File: config.mk
export PLATFORM = sky130hd
export DESIGN_NAME = apb_requester_flat
export DESIGN_NICKNAME = d
export VERILOG_FILES = /design/src/rtl/apb_requester_if.sv /design/src/rtl/apb_requester.sv /design/src/flat_wrapper.sv
export SDC_FILE = /design/constraint.sdc
export NUM_CORES = 1
export LEC_CHECK = 0
export BUFFER_PORTS_ARGS = -buffer_cell sky130_fd_sc_hd__buf_4
export CAP_MARGIN = 10
export CORE_MARGIN = 2
export CORE_UTILIZATION = 35
export DETAILED_ROUTE_END_ITERATION = 7
export PLACE_DENSITY = 0.63
export SLEW_MARGIN = 20
export SYNTH_ARGS = -nofsm -noshare
export SYNTH_HDL_FRONTEND = slang
export SYNTH_SLANG_ARGS = --single-unit
File: constraint.sdc
create_clock -name PCLK -period 1.7 [get_ports PCLK]
set_input_delay 0.34 -clock PCLK [delete_from_list [all_inputs] [get_ports PCLK]]
set_output_delay 0.34 -clock PCLK [all_outputs]
set_load 0.02 [all_outputs]
File: src/rtl/apb_requester_if.sv
// ---------------------------------------------------------------------------
// apb_requester_if
//   APB bus bundle between one requester (manager) and one subordinate.
//
//   Parameters
//     ADDR_WIDTH  width of PADDR
//     DATA_WIDTH  width of PWDATA / PRDATA
//
//   Signals
//     PSELx    requester -> subordinate  select
//     PENABLE  requester -> subordinate  ACCESS phase marker
//     PWRITE   requester -> subordinate  1 = write, 0 = read
//     PADDR    requester -> subordinate  address
//     PWDATA   requester -> subordinate  write data
//     PRDATA   subordinate -> requester  read data
//     PREADY   subordinate -> requester  transfer done / no more wait states
//     PSLVERR  subordinate -> requester  error, meaningful only with PREADY
//
//   Modports
//     master  the requester side
//     slave   the subordinate side
// ---------------------------------------------------------------------------
interface apb_requester_if #(
    parameter int ADDR_WIDTH = 10,
    parameter int DATA_WIDTH = 8
);
    logic                  PSELx;
    logic                  PENABLE;
    logic                  PWRITE;
    logic [ADDR_WIDTH-1:0] PADDR;
    logic [DATA_WIDTH-1:0] PWDATA;
    logic [DATA_WIDTH-1:0] PRDATA;
    logic                  PREADY;
    logic                  PSLVERR;

    modport master (
        output PSELx, PENABLE, PWRITE, PADDR, PWDATA,
        input  PRDATA, PREADY, PSLVERR
    );

    modport slave (
        input  PSELx, PENABLE, PWRITE, PADDR, PWDATA,
        output PRDATA, PREADY, PSLVERR
    );
endinterface

File: src/rtl/apb_requester.sv
// ---------------------------------------------------------------------------
// apb_requester
//   APB requester (manager). Takes one command at a time on a valid/ready
//   port, runs it through the IDLE -> SETUP -> ACCESS phases on the APB bus,
//   waits for PREADY and returns PRDATA/PSLVERR as a one-cycle response pulse.
//
//   Optional feature (compile-time macro APB_TIMEOUT_EN):
//     when defined, an ACCESS phase that sees TIMEOUT_CYCLES consecutive
//     cycles without PREADY is aborted with rsp_err=1, rsp_rdata=0.
//     When undefined, ACCESS waits on PREADY forever.
//
//   Parameters
//     ADDR_WIDTH      APB address width
//     DATA_WIDTH      APB data width
//     TIMEOUT_CYCLES  ACCESS cycles without PREADY before abort (timeout build)
//
//   Ports
//     PCLK       in   clock, rising edge
//     PRESETn    in   asynchronous active-low reset
//     cmd_valid  in   command present
//     cmd_ready  out  requester idle, command will be taken this cycle
//     cmd_write  in   1 = write, 0 = read
//     cmd_addr   in   target address
//     cmd_wdata  in   write data (ignored for reads)
//     rsp_valid  out  one-cycle pulse: transfer finished
//     rsp_rdata  out  read data (0 for writes and timeouts), held until next completion
//     rsp_err    out  PSLVERR or timeout, held until next completion
//     apb        apb_requester_if.master  APB bus
// ---------------------------------------------------------------------------
module apb_requester #(
    parameter int ADDR_WIDTH     = 10,
    parameter int DATA_WIDTH     = 8,
    parameter int TIMEOUT_CYCLES = 16
) (
    input  logic                  PCLK,
    input  logic                  PRESETn,

    input  logic                  cmd_valid,
    output logic                  cmd_ready,
    input  logic                  cmd_write,
    input  logic [ADDR_WIDTH-1:0] cmd_addr,
    input  logic [DATA_WIDTH-1:0] cmd_wdata,

    output logic                  rsp_valid,
    output logic [DATA_WIDTH-1:0] rsp_rdata,
    output logic                  rsp_err,

    apb_requester_if.master       apb
);

    typedef enum logic [1:0] {
        ST_IDLE   = 2'd0,
        ST_SETUP  = 2'd1,
        ST_ACCESS = 2'd2
    } state_t;

    state_t state;

    if (TIMEOUT_CYCLES < 1) begin : g_bad_timeout
        $error("apb_requester: TIMEOUT_CYCLES must be at least 1");
    end

`ifdef APB_TIMEOUT_EN
    localparam int TO_W = $clog2(TIMEOUT_CYCLES + 1);
    // Count value seen during the last ACCESS cycle that may still wait.
    localparam logic [TO_W-1:0] TO_LAST = TO_W'(TIMEOUT_CYCLES - 1);

    logic [TO_W-1:0] to_cnt;
`endif

    // Only IDLE can take a command; anything offered in other states is
    // simply left pending by the issuer.
    assign cmd_ready = (state == ST_IDLE);

    // NOTE: every register below is updated with non-blocking assignments so
    // all state changes at one edge see the same pre-edge values; blocking
    // assignments here would make the result depend on statement order.
    always_ff @(posedge PCLK or negedge PRESETn) begin
        if (!PRESETn) begin
            state       <= ST_IDLE;
            apb.PSELx   <= 1'b0;
            apb.PENABLE <= 1'b0;
            apb.PWRITE  <= 1'b0;
            apb.PADDR   <= '0;
            apb.PWDATA  <= '0;
            rsp_valid   <= 1'b0;
            rsp_rdata   <= '0;
            rsp_err     <= 1'b0;
`ifdef APB_TIMEOUT_EN
            to_cnt      <= '0;
`endif
        end else begin
            // NOTE: rsp_valid defaults low every cycle; only the completing
            // edge raises it, which makes it a single-cycle pulse.
            rsp_valid <= 1'b0;

            case (state)
                ST_IDLE: begin
                    if (cmd_valid) begin
                        apb.PWRITE  <= cmd_write;
                        apb.PADDR   <= cmd_addr;
                        apb.PWDATA  <= cmd_write ? cmd_wdata : '0;
                        apb.PSELx   <= 1'b1;
                        apb.PENABLE <= 1'b0;
                        state       <= ST_SETUP;
                    end
                end

                ST_SETUP: begin
                    apb.PENABLE <= 1'b1;
                    state       <= ST_ACCESS;
`ifdef APB_TIMEOUT_EN
                    to_cnt      <= '0;
`endif
                end

                ST_ACCESS: begin
                    if (apb.PREADY) begin
                        // PREADY wins even on the last counted cycle.
                        rsp_valid   <= 1'b1;
                        rsp_err     <= apb.PSLVERR;
                        rsp_rdata   <= apb.PWRITE ? '0 : apb.PRDATA;
                        apb.PSELx   <= 1'b0;
                        apb.PENABLE <= 1'b0;
                        state       <= ST_IDLE;
                    end
`ifdef APB_TIMEOUT_EN
                    else if (to_cnt == TO_LAST) begin
                        rsp_valid   <= 1'b1;
                        rsp_err     <= 1'b1;
                        rsp_rdata   <= '0;
                        apb.PSELx   <= 1'b0;
                        apb.PENABLE <= 1'b0;
                        state       <= ST_IDLE;
                    end else begin
                        to_cnt <= to_cnt + 1'b1;
                    end
`endif
                end

                default: begin
                    apb.PSELx   <= 1'b0;
                    apb.PENABLE <= 1'b0;
                    state       <= ST_IDLE;
                end
            endcase
        end
    end

endmodule
File: src/flat_wrapper.sv
// flat-port wrapper written by rule: the top's interface ports become plain ports
module apb_requester_flat 
#(
    parameter int ADDR_WIDTH     = 10,
    parameter int DATA_WIDTH     = 8,
    parameter int TIMEOUT_CYCLES = 16
)
  (PCLK, PRESETn, cmd_valid, cmd_ready, cmd_write, cmd_addr, cmd_wdata, rsp_valid, rsp_rdata, rsp_err, apb_PSELx, apb_PENABLE, apb_PWRITE, apb_PADDR, apb_PWDATA, apb_PRDATA, apb_PREADY, apb_PSLVERR);
  apb_requester_if #(.ADDR_WIDTH(ADDR_WIDTH), .DATA_WIDTH(DATA_WIDTH)) apb_i ();
  input  logic PCLK;
  input  logic PRESETn;
  input  logic cmd_valid;
  output logic cmd_ready;
  input  logic cmd_write;
  input  logic [ADDR_WIDTH-1:0] cmd_addr;
  input  logic [DATA_WIDTH-1:0] cmd_wdata;
  output logic rsp_valid;
  output logic [DATA_WIDTH-1:0] rsp_rdata;
  output logic rsp_err;
  output wire logic [$bits(apb_i.PSELx)-1:0] apb_PSELx;
  output wire logic [$bits(apb_i.PENABLE)-1:0] apb_PENABLE;
  output wire logic [$bits(apb_i.PWRITE)-1:0] apb_PWRITE;
  output wire logic [$bits(apb_i.PADDR)-1:0] apb_PADDR;
  output wire logic [$bits(apb_i.PWDATA)-1:0] apb_PWDATA;
  input wire logic [$bits(apb_i.PRDATA)-1:0] apb_PRDATA;
  input wire logic [$bits(apb_i.PREADY)-1:0] apb_PREADY;
  input wire logic [$bits(apb_i.PSLVERR)-1:0] apb_PSLVERR;
  assign apb_PSELx = apb_i.PSELx;
  assign apb_PENABLE = apb_i.PENABLE;
  assign apb_PWRITE = apb_i.PWRITE;
  assign apb_PADDR = apb_i.PADDR;
  assign apb_PWDATA = apb_i.PWDATA;
  assign apb_i.PRDATA = apb_PRDATA;
  assign apb_i.PREADY = apb_PREADY;
  assign apb_i.PSLVERR = apb_PSLVERR;
  apb_requester #(.ADDR_WIDTH(ADDR_WIDTH), .DATA_WIDTH(DATA_WIDTH), .TIMEOUT_CYCLES(TIMEOUT_CYCLES)) u_core (.PCLK(PCLK), .PRESETn(PRESETn), .cmd_valid(cmd_valid), .cmd_ready(cmd_ready), .cmd_write(cmd_write), .cmd_addr(cmd_addr), .cmd_wdata(cmd_wdata), .rsp_valid(rsp_valid), .rsp_rdata(rsp_rdata), .rsp_err(rsp_err), .apb(apb_i));
endmodule
==> qor.yml, run 1 <==
status:
  outcome: "finished clean"
global_route:
  use_met1: 0.166
  grt_max_degree: 33
  met3_usage: 0.0581
  antenna_found_initial: 0
  use_met2: 0.212
  grt_pass1_wl_mm: 4.22
  grt_pass1_vias: 979
  grt.busiest_layer: "met2"
  overflow: 0
  grt_usage: 0.135
layout:
  antenna_cells: 0
  layoutNonFillerInstCount: 219
  post-route-util: 0.536
  drive_gt1_frac: 0.468
  nNetsFinal: 207
  area_delta_synth_final_pct: 44.5
  stdcell_area_mm2: 0.00183
worst_setup_path:
  path_class: "reg2reg"
  path_max_fanout: 28
  crit_slowest_cell: "or3b_1"
  crit_path_end: "u_core.apb.PADDR[3]"
  critPathArrivalTime_ns: 1.67
  rrSetupSlack_ns: 0.22
  ff2ff_path_depth: 3
  max_stage_delay_ns: 0.44
  required_ns: 1.90
  cp.depth: 3
  critPathTopFamily: "simple AND/OR/NAND/NOR gates"
  cp_num_buf_inv: 1
  crit_chain: "or3b_1 -> buf_12 -> mux2_4"
  rr_endpoint: "u_core.apb.PADDR[3]"
  start_kind: "flip-flop"
  rr_startpoint: "u_core.state[0]"
  worstSetupEndpointType: "flip-flop"
  cp-startpoint: "u_core.state[0]"
sta:
  fin_ws_ns: 0.224
  setup_violations: 0
  slew_headroom: 0.622
  final_max_slew_viol_count: 0
  finClkSkew_ns: 0.00807
  timing.fmax_mhz: 678
  period_minus_slack_ns: 1.48
  hold_ws_ns: 0.256
  grt_setup_unrepaired: "no"
  period_share: 0.868
  finalHoldViolations: 0
  worst_pin_slew_ns: 0.565
  fin_tns_setup_ns: 0
synth:
  yosysUniqueCellTypes: 18
  ys_ff_latch: 32
  syn_inst: 108
  synth-seq-area-share: 0.632
  yosysWarningCount: 0
  synth_fp_nets: 140
  syn_area_per_cell_um2: 11.7
  syn_area_mm2: 0.00127
floorplanning:
  die-area_mm2: 0.00411
  start_util: 0.371
  num_rows: 21
  coreArea_mm2: 0.00342
  die_y_um: 64.1
  io_pins: 64
  die_w_um: 64.1
hold_path:
  worst_hold_path_type: "in2reg"
power_and_ir_drop:
  p_int_mw: 1.98
  p_seq_frac: 0.408
  finalPower_mw: 3.19
  p_clk_frac: 0.108
  cellLeakagePower_nw: 0.942
  max-vdd-ir-drop_uv: 720
  pwr-share-comb: 0.484
  powerDensity_mw_per_mm2: 1740
  switchingPower_mw: 1.21
  swShare: 0.380
placement:
  hpwlAfterDp_mm: 1.91
  gp_congestion: 0.692
  dp_cells: 213
  portBuffers: 63
  postPlaceCellArea_mm2: 0.00178
  dp_slack_ns: 0.242
cts:
  post_cts_buffers: 0
  cts_tree: "yes"
  insertion_delay_ns: 0.31
  cts_buffers: 5
  cts_max_level: 2
  clock_path_buffers: 2
  clkTransAtPathRegs_ns: 0.08
  clkSinkCount: 32
  clock-root-buffer: "clkbuf_4"
route:
  routed_wl_mm: 2.55
  drt_pre_antenna_iters: 3
  drt_iter0_drc: 29
  via_count: 983
  antenna_left: 0
  routed_via_density: 4.49
  route.detailed.drc: 0
  routedWlPerCell_um: 11.6
job:
  drv_cap: 0
[cell usage in the layout, fill, tap and decap left out, types with 3 or more instances in the layout]
cell       n
buf_4     63
clkbuf_4   5
dfrtp_1   32
inv_1      4
mux2_2     9
mux2_4     3
nand2_1   24
nand2b_1   8
o21ai_0   16
[worst register-to-register path, cell delays in order, from the launching register on]
cell	delay, ns
dfrtp_1	0.43
or3b_1	0.44
buf_12	0.19
mux2_4	0.30
[state kept, by name (all words and copies together) (netlist names)]
name                count
u_core.state            1
u_core.apb.PADDR       10
u_core.rsp_valid        1
u_core.apb.PENABLE      1
u_core.apb.PWDATA       8
u_core.apb.PSELx        1
u_core.rsp_rdata        8
u_core.rsp_err          1
u_core.apb.PWRITE       1
[metal layers]
layer | share of wire | vias up
met5 | 0 | -
met4 | 0.0063 | 0
met3 | 0.065 | 2
met2 | 0.51 | 35
met1 | 0.42 | 462
li1 | - | 484
[worst min-delay path by stage]
stage / start / to / slack [ns] / cells after the start
after detailed placement: PRESETn / u_core.apb.PWDATA[2] / 0.30 / 1
final: cmd_addr[0] / u_core.apb.PADDR[0] / 0.26 / 2
after global placement: PRESETn / u_core.apb.PWDATA[0] / 0.29 / 1
after CTS: cmd_addr[2] / u_core.apb.PADDR[2] / 0.23 / 2
after global routing: cmd_addr[1] / u_core.apb.PADDR[1] / 0.22 / 2
after floorplan: PRESETn / u_core.apb.PADDR[0] / 0.04 / 0
[repair_timing]
item	CTS	global route
endpoints found under the hold margin	32	0
gates resized for setup	0	0
hold buffers	1	0
[power groups by stage]
stage / clock network [mW] / logic (mW) / registers [mW]
after floorplan: 0 / 0.500 / 1.67
after global placement: 0 / 1.54 / 1.30
after detailed placement: 0 / 1.57 / 1.31
after CTS: 0.375 / 1.57 / 1.31
after global routing: 0.419 / 1.65 / 1.35
final: 0.346 / 1.54 / 1.30
[cells in the mapped netlist (all sizes together)]
| library cell | count | area, um^2 |
|---|---|---|
| a21o | 1 | 7.51 |
| dfrtp | 32 | 801 |
| nor3 | 1 | 5.00 |
| mux2 | 12 | 146 |
| nand2b | 8 | 50.1 |
| nor2 | 1 | 3.75 |
| inv | 4 | 15.0 |
| nand2 | 24 | 90.1 |
| nand3b | 1 | 7.51 |
| o21ai | 16 | 80.1 |
| a22oi | 1 | 7.51 |
| clkbuf | 1 | 3.75 |
| o2bb2ai | 1 | 8.76 |
| buf | 4 | 31.3 |
| or3b | 1 | 8.76 |
[logic make-up (layout without fill, tap and decap cells)]
family,after synthesis,count (layout),synth area share
AND/OR/NAND/NOR,36,36,0.130
flip-flops,32,32,0.632
multiplexers,12,12,0.116
AO/OA/AOI/OAI,19,19,0.0820
buffers and inverters,9,74,0.0395
[area by class of cell]
type | count | area (um^2)
Clock buffer | 5 | 37.5
Tap cell | 46 | 57.6
Sequential cell | 32 | 801
Timing Repair Buffer | 65 | 503
Fill cell | 334 | 1590
Multi-Input combinational cell | 67 | 415
Inverter | 4 | 15.0
Power figures use the tool's default switching activity.
==> run 2: changes to the inputs <==
--- a/config.mk
+++ b/config.mk
@@ -11,6 +11,7 @@
 export CORE_UTILIZATION = 35
 export DETAILED_ROUTE_END_ITERATION = 7
 export PLACE_DENSITY = 0.63
+export SETUP_SLACK_MARGIN = 0.5
 export SLEW_MARGIN = 20
 export SYNTH_ARGS = -nofsm -noshare
 export SYNTH_HDL_FRONTEND = slang
==> constraint.sdc (replaced) <==
create_clock -name PCLK -period 1.7 [get_ports PCLK]
set_input_delay 0.085 -clock PCLK [delete_from_list [all_inputs] [get_ports PCLK]]
set_output_delay 0.085 -clock PCLK [all_outputs]
set_load 0.02 [all_outputs]
==> qor.yml, run 2 (synthesis results as in run 1) <==
status:
  outcome: "finished clean"
layout:
  area_delta_synth_final_pct: 77.7
  multiInputGateArea_um2: 455
  layout_commonest_cell: "buf_4"
  largest-register: "u_core.apb.PADDR"
  register_area_um2: 802
  drive_gt1_frac: 0.505
  largest_reg_flops: 10
  nNetsFinal: 239
  stdcell_area_mm2: 0.00225
  fill_cells: 280
  final_cell_mix: "67 x buf_4, 31 x dfrtp_1, 23 x dlygate4sd3_1, 20 x nand2_1, 9 x mux2_2"
  antenna_cells: 0
  reg.largest.list: "u_core.apb.PADDR: 10 flops, u_core.apb.PWDATA: 8 flops, u_core.rsp_rdata: 8 flops"
cts:
  cts_buffers: 5
  clock_path_buffers: 2
  clock-root-buffer: "clkbuf_4"
  cts_tree: "yes"
  clkTransAtPathRegs_ns: 0.10
  insertion_delay_ns: 0.33
  clkSinkCount: 32
  cts_max_level: 2
sta:
  setup_violations: 0
  period_minus_slack_ns: 1.40
  grt_setup_unrepaired: "yes"
  fin_ws_ns: 0.305
  period_share: 0.821
  finalHoldViolations: 0
  timing.fmax_mhz: 717
  slew_headroom: 0.729
  final_max_slew_viol_count: 0
  finClkSkew_ns: 0.00872
  fin_tns_setup_ns: 0
  worst_pin_slew_ns: 0.407
route:
  drt_pre_antenna_iters: 4
  drt_iter0_drc: 15
  route.detailed.drc: 0
  antenna_left: 0
  routed_wl_mm: 3.31
  via_count: 1143
  routedWlPerCell_um: 13.0
  routed_via_density: 4.50
global_route:
  grt_pass1_wl_mm: 5.15
  overflow: 0
  grt_usage: 0.166
  antenna_found_initial: 0
  grt_pass1_vias: 1111
  grt_max_degree: 33
power_and_ir_drop:
  max-vdd-ir-drop_uv: 811
  finalPower_mw: 3.70
  powerDensity_mw_per_mm2: 1650
  cellLeakagePower_nw: 1.13
worst_setup_path:
  required_ns: 1.92
  worstSetupEndpointType: "flip-flop"
  start_kind: "flip-flop"
  rrSetupSlack_ns: 0.30
  critPathArrivalTime_ns: 1.61
  path_max_fanout: 14
  path_class: "reg2reg"
placement:
  hpwlAfterDp_mm: 1.93
  portBuffers: 63
  gp_congestion: 0.673
  postPlaceCellArea_mm2: 0.00178
  dp_slack_ns: 0.233
job:
  drv_cap: 0
floorplanning:
  coreArea_mm2: 0.00342
  io_pins: 64
  die_y_um: 64.1
  die-area_mm2: 0.00411
  start_util: 0.371
  die_w_um: 64.1
  num_rows: 21
hold_path:
  worst_hold_path_type: "in2reg"
[run 2: report_power, final]
part / switching (mW) / internal (mW)
Combinational: 0.919 / 0.989
Sequential: 0.218 / 1.09
Clock: 0.246 / 0.243
Total: 1.38 / 2.32
[run 2: what timing repair did]
item,CTS,global route
resized for setup,6,21
gates cloned,1,1
setup buffers,7,1
pin swaps,0,8
hold buffers,22,1
endpoints found under the setup margin,28,25
hold endpoints to repair,53,1
[run 2: area by class of cell]
class,instances,area share
Timing Repair Buffer,97,0.378
Sequential cell,32,0.357
Multi-Input combinational cell,67,0.202
Inverter,4,0.00667
Clock buffer,8,0.0306
Tap cell,46,0.0256
[run 2: critical path, stage by stage, from the launching register on]
cell     delay, ns
dfrtp_1       0.40
or3b_4        0.43
buf_12        0.17
mux2_4        0.29
[run 2: per-stage QoR]
stage,util,hold slack (ns),instances
2_1_floorplan,-,-0.211,108
3_3_place_gp,0.522,0.0380,213
3_5_place_dp,0.522,0.0464,213
4_1_cts,0.632,0.00296,251
5_1_grt,0.659,0.00801,254
6_report,0.659,0.0152,254
[run 2: metal layers]
metal	wire, um	GRT usage	vias to the layer above
li1	-	-	554
met1	1260	0.197	547
met2	1810	0.280	37
met3	207	0.0599	5
met4	42	0.0559	0
met5	0	0	-
[run 2: final timing paths]
kind	startpoint	end	cells after the start
min in group asynchronous	PRESETn	u_core.apb.PWDATA[2]	2
setup / recovery	u_core.state[0]	u_core.apb.PADDR[2]	3
hold reg to reg	u_core.rsp_rdata[2]	u_core.rsp_rdata[2]	2
max in group asynchronous	PRESETn	u_core.apb.PENABLE	2
hold / removal	apb_PRDATA[1]	u_core.rsp_rdata[1]	3
setup reg to reg	u_core.state[0]	u_core.apb.PADDR[2]	3
==> run 3: changes to the inputs <==
--- a/config.mk
+++ b/config.mk
@@ -10,7 +10,7 @@
 export CORE_MARGIN = 2
 export CORE_UTILIZATION = 35
 export DETAILED_ROUTE_END_ITERATION = 7
-export PLACE_DENSITY = 0.63
+export PLACE_DENSITY = 0.66
 export SETUP_SLACK_MARGIN = 0.5
 export SLEW_MARGIN = 20
 export SYNTH_ARGS = -nofsm -noshare
==> constraint.sdc (replaced) <==
create_clock -name PCLK -period 1.2 [get_ports PCLK]
set_input_delay 0.06 -clock PCLK [delete_from_list [all_inputs] [get_ports PCLK]]
set_output_delay 0.06 -clock PCLK [all_outputs]
set_load 0.02 [all_outputs]
==> qor.yml, run 3 (synthesis results as in run 1) <==
layout:
  antenna_cells: 0
  post-route-util: 0.726
  largest_reg_flops: 10
  reg.largest.list: "u_core.apb.PADDR: 10 flops, u_core.apb.PWDATA: 8 flops, u_core.rsp_rdata: 8 flops"
  final_cell_mix: "53 x buf_4, 40 x buf_6, 30 x dfrtp_1, 17 x nand2_1, 17 x dlygate4sd3_1"
  layoutNonFillerInstCount: 269
  area_delta_synth_final_pct: 95.8
  nNetsFinal: 254
  layout_commonest_cell: "buf_4"
  stdcell_area_mm2: 0.00248
  drive_gt1_frac: 0.605
  largest-register: "u_core.apb.PADDR"
power_and_ir_drop:
  swShare: 0.362
  p_seq_frac: 0.319
  p_clk_frac: 0.109
  finalPower_mw: 5.96
  max-vdd-ir-drop_uv: 1310
  pwr-share-comb: 0.573
  switchingPower_mw: 2.16
  cellLeakagePower_nw: 1.23
  p_int_mw: 3.81
  powerDensity_mw_per_mm2: 2410
floorplanning:
  io_pins: 64
  die-area_mm2: 0.00411
  num_rows: 21
  coreArea_mm2: 0.00342
  die_y_um: 64.1
  start_util: 0.371
  die_w_um: 64.1
sta:
  grt_setup_unrepaired: "yes"
  fin_tns_setup_ns: -3.62
  period_minus_slack_ns: 1.38
  period_share: 1.15
  final_max_slew_viol_count: 0
  finClkSkew_ns: 0.0112
  finalHoldViolations: 11
  setup_violations: 29
  timing.fmax_mhz: 726
  fin_ws_ns: -0.177
  hold_ws_ns: -0.0443
  slew_headroom: 0.738
  worst_pin_slew_ns: 0.393
placement:
  portBuffers: 63
  dp_slack_ns: -0.179
  postPlaceCellArea_mm2: 0.00184
  dp_cells: 221
  hpwlAfterDp_mm: 2.00
  gp_congestion: 0.699
cts:
  cts_max_level: 2
  clock-root-buffer: "clkbuf_4"
  holdBufCountCts: 17
  clkSinkCount: 32
  insertion_delay_ns: 0.33
  cts_tree: "yes"
  clock_path_buffers: 2
  clkTransAtPathRegs_ns: 0.10
  cts_buffers: 5
worst_setup_path:
  critPathArrivalTime_ns: 1.60
  worstSetupEndpointType: "flip-flop"
  path_class: "reg2reg"
  path_max_fanout: 14
  rrSetupSlack_ns: -0.18
  start_kind: "flip-flop"
  required_ns: 1.42
global_route:
  grt_pass1_vias: 1213
  overflow: 0
  grt_max_degree: 33
  antenna_found_initial: 0
  grt_pass1_wl_mm: 5.40
  grt_usage: 0.176
route:
  routedWlPerCell_um: 12.7
  routed_wl_mm: 3.43
  drt_pre_antenna_iters: 4
  route.detailed.drc: 0
  routed_via_density: 4.48
  via_count: 1204
  antenna_left: 0
  drt_iter0_drc: 50
status:
  violations: "negative hold slack, negative setup slack"
  outcome: "finished, violations left"
hold_path:
  worst_hold_path_type: "in2reg"
job:
  drv_cap: 0
[run 3: cell types whose count changed in the layout (fill, tap and decap cells not counted), sizes merged]
cell | before | now
dlygate4sd3 | 23 | 17
clkbuf | 9 | 7
buf | 73 | 95
clkinvlp | 0 | 1
[run 3: area by class of cell]
type / count / area [um^2]
well taps: 46 / 57.6
multi-input cells: 67 / 480
repair buffers: 112 / 1060
clock inverters: 1 / 7.51
inverters: 4 / 17.5
flip-flops and latches: 32 / 803
fillers: 251 / 936
clock buffers: 7 / 55.1
[run 3: repair_timing]
item                                    in CTS  in global routing
gates resized for setup                     50                 23
pin swaps                                    5                  1
endpoints found under the setup margin      64                 64
endpoints found under the hold margin       59                 11
setup buffers                               15                  8
[run 3: path summary, 6_finish.rpt]
| kind | depth (start not counted) | start | to |
|---|---|---|---|
| setup / recovery | 3 | u_core.apb.PENABLE | u_core.apb.PADDR[1] |
| hold / removal | 2 | cmd_addr[4] | u_core.apb.PADDR[4] |
| setup reg to reg | 3 | u_core.apb.PENABLE | u_core.apb.PADDR[1] |
| hold reg to reg | 2 | u_core.apb.PWDATA[6] | u_core.apb.PWDATA[6] |
| max in group asynchronous | 2 | PRESETn | u_core.apb.PENABLE |
| min in group asynchronous | 2 | PRESETn | u_core.apb.PWDATA[6] |
[run 3: power by group through the flow]
| stage | combinational (mW) | clock [mW] | sequential [mW] |
|---|---|---|---|
| floorplan | 0.743 | 0 | 2.38 |
| global placement | 2.33 | 0 | 1.82 |
| detailed placement | 2.38 | 0 | 1.83 |
| CTS | 3.14 | 0.669 | 1.87 |
| global route | 3.64 | 0.725 | 1.95 |
| finish | 3.42 | 0.648 | 1.90 |
[run 3: routing by layer]
layer / global-route usage / vias up / part of all wire
met4: 0.0638 / 0 / 0.0088
met3: 0.0546 / 3 / 0.069
li1: - / 585 / -
met2: 0.313 / 52 / 0.54
met1: 0.198 / 564 / 0.38
met5: 0 / - / 0
[run 3: critical path, cell delays in order (launching register included)]
cell,delay [ns]
dfrtp_2,0.43
or3b_4,0.39
buf_12,0.16
mux2_4,0.29
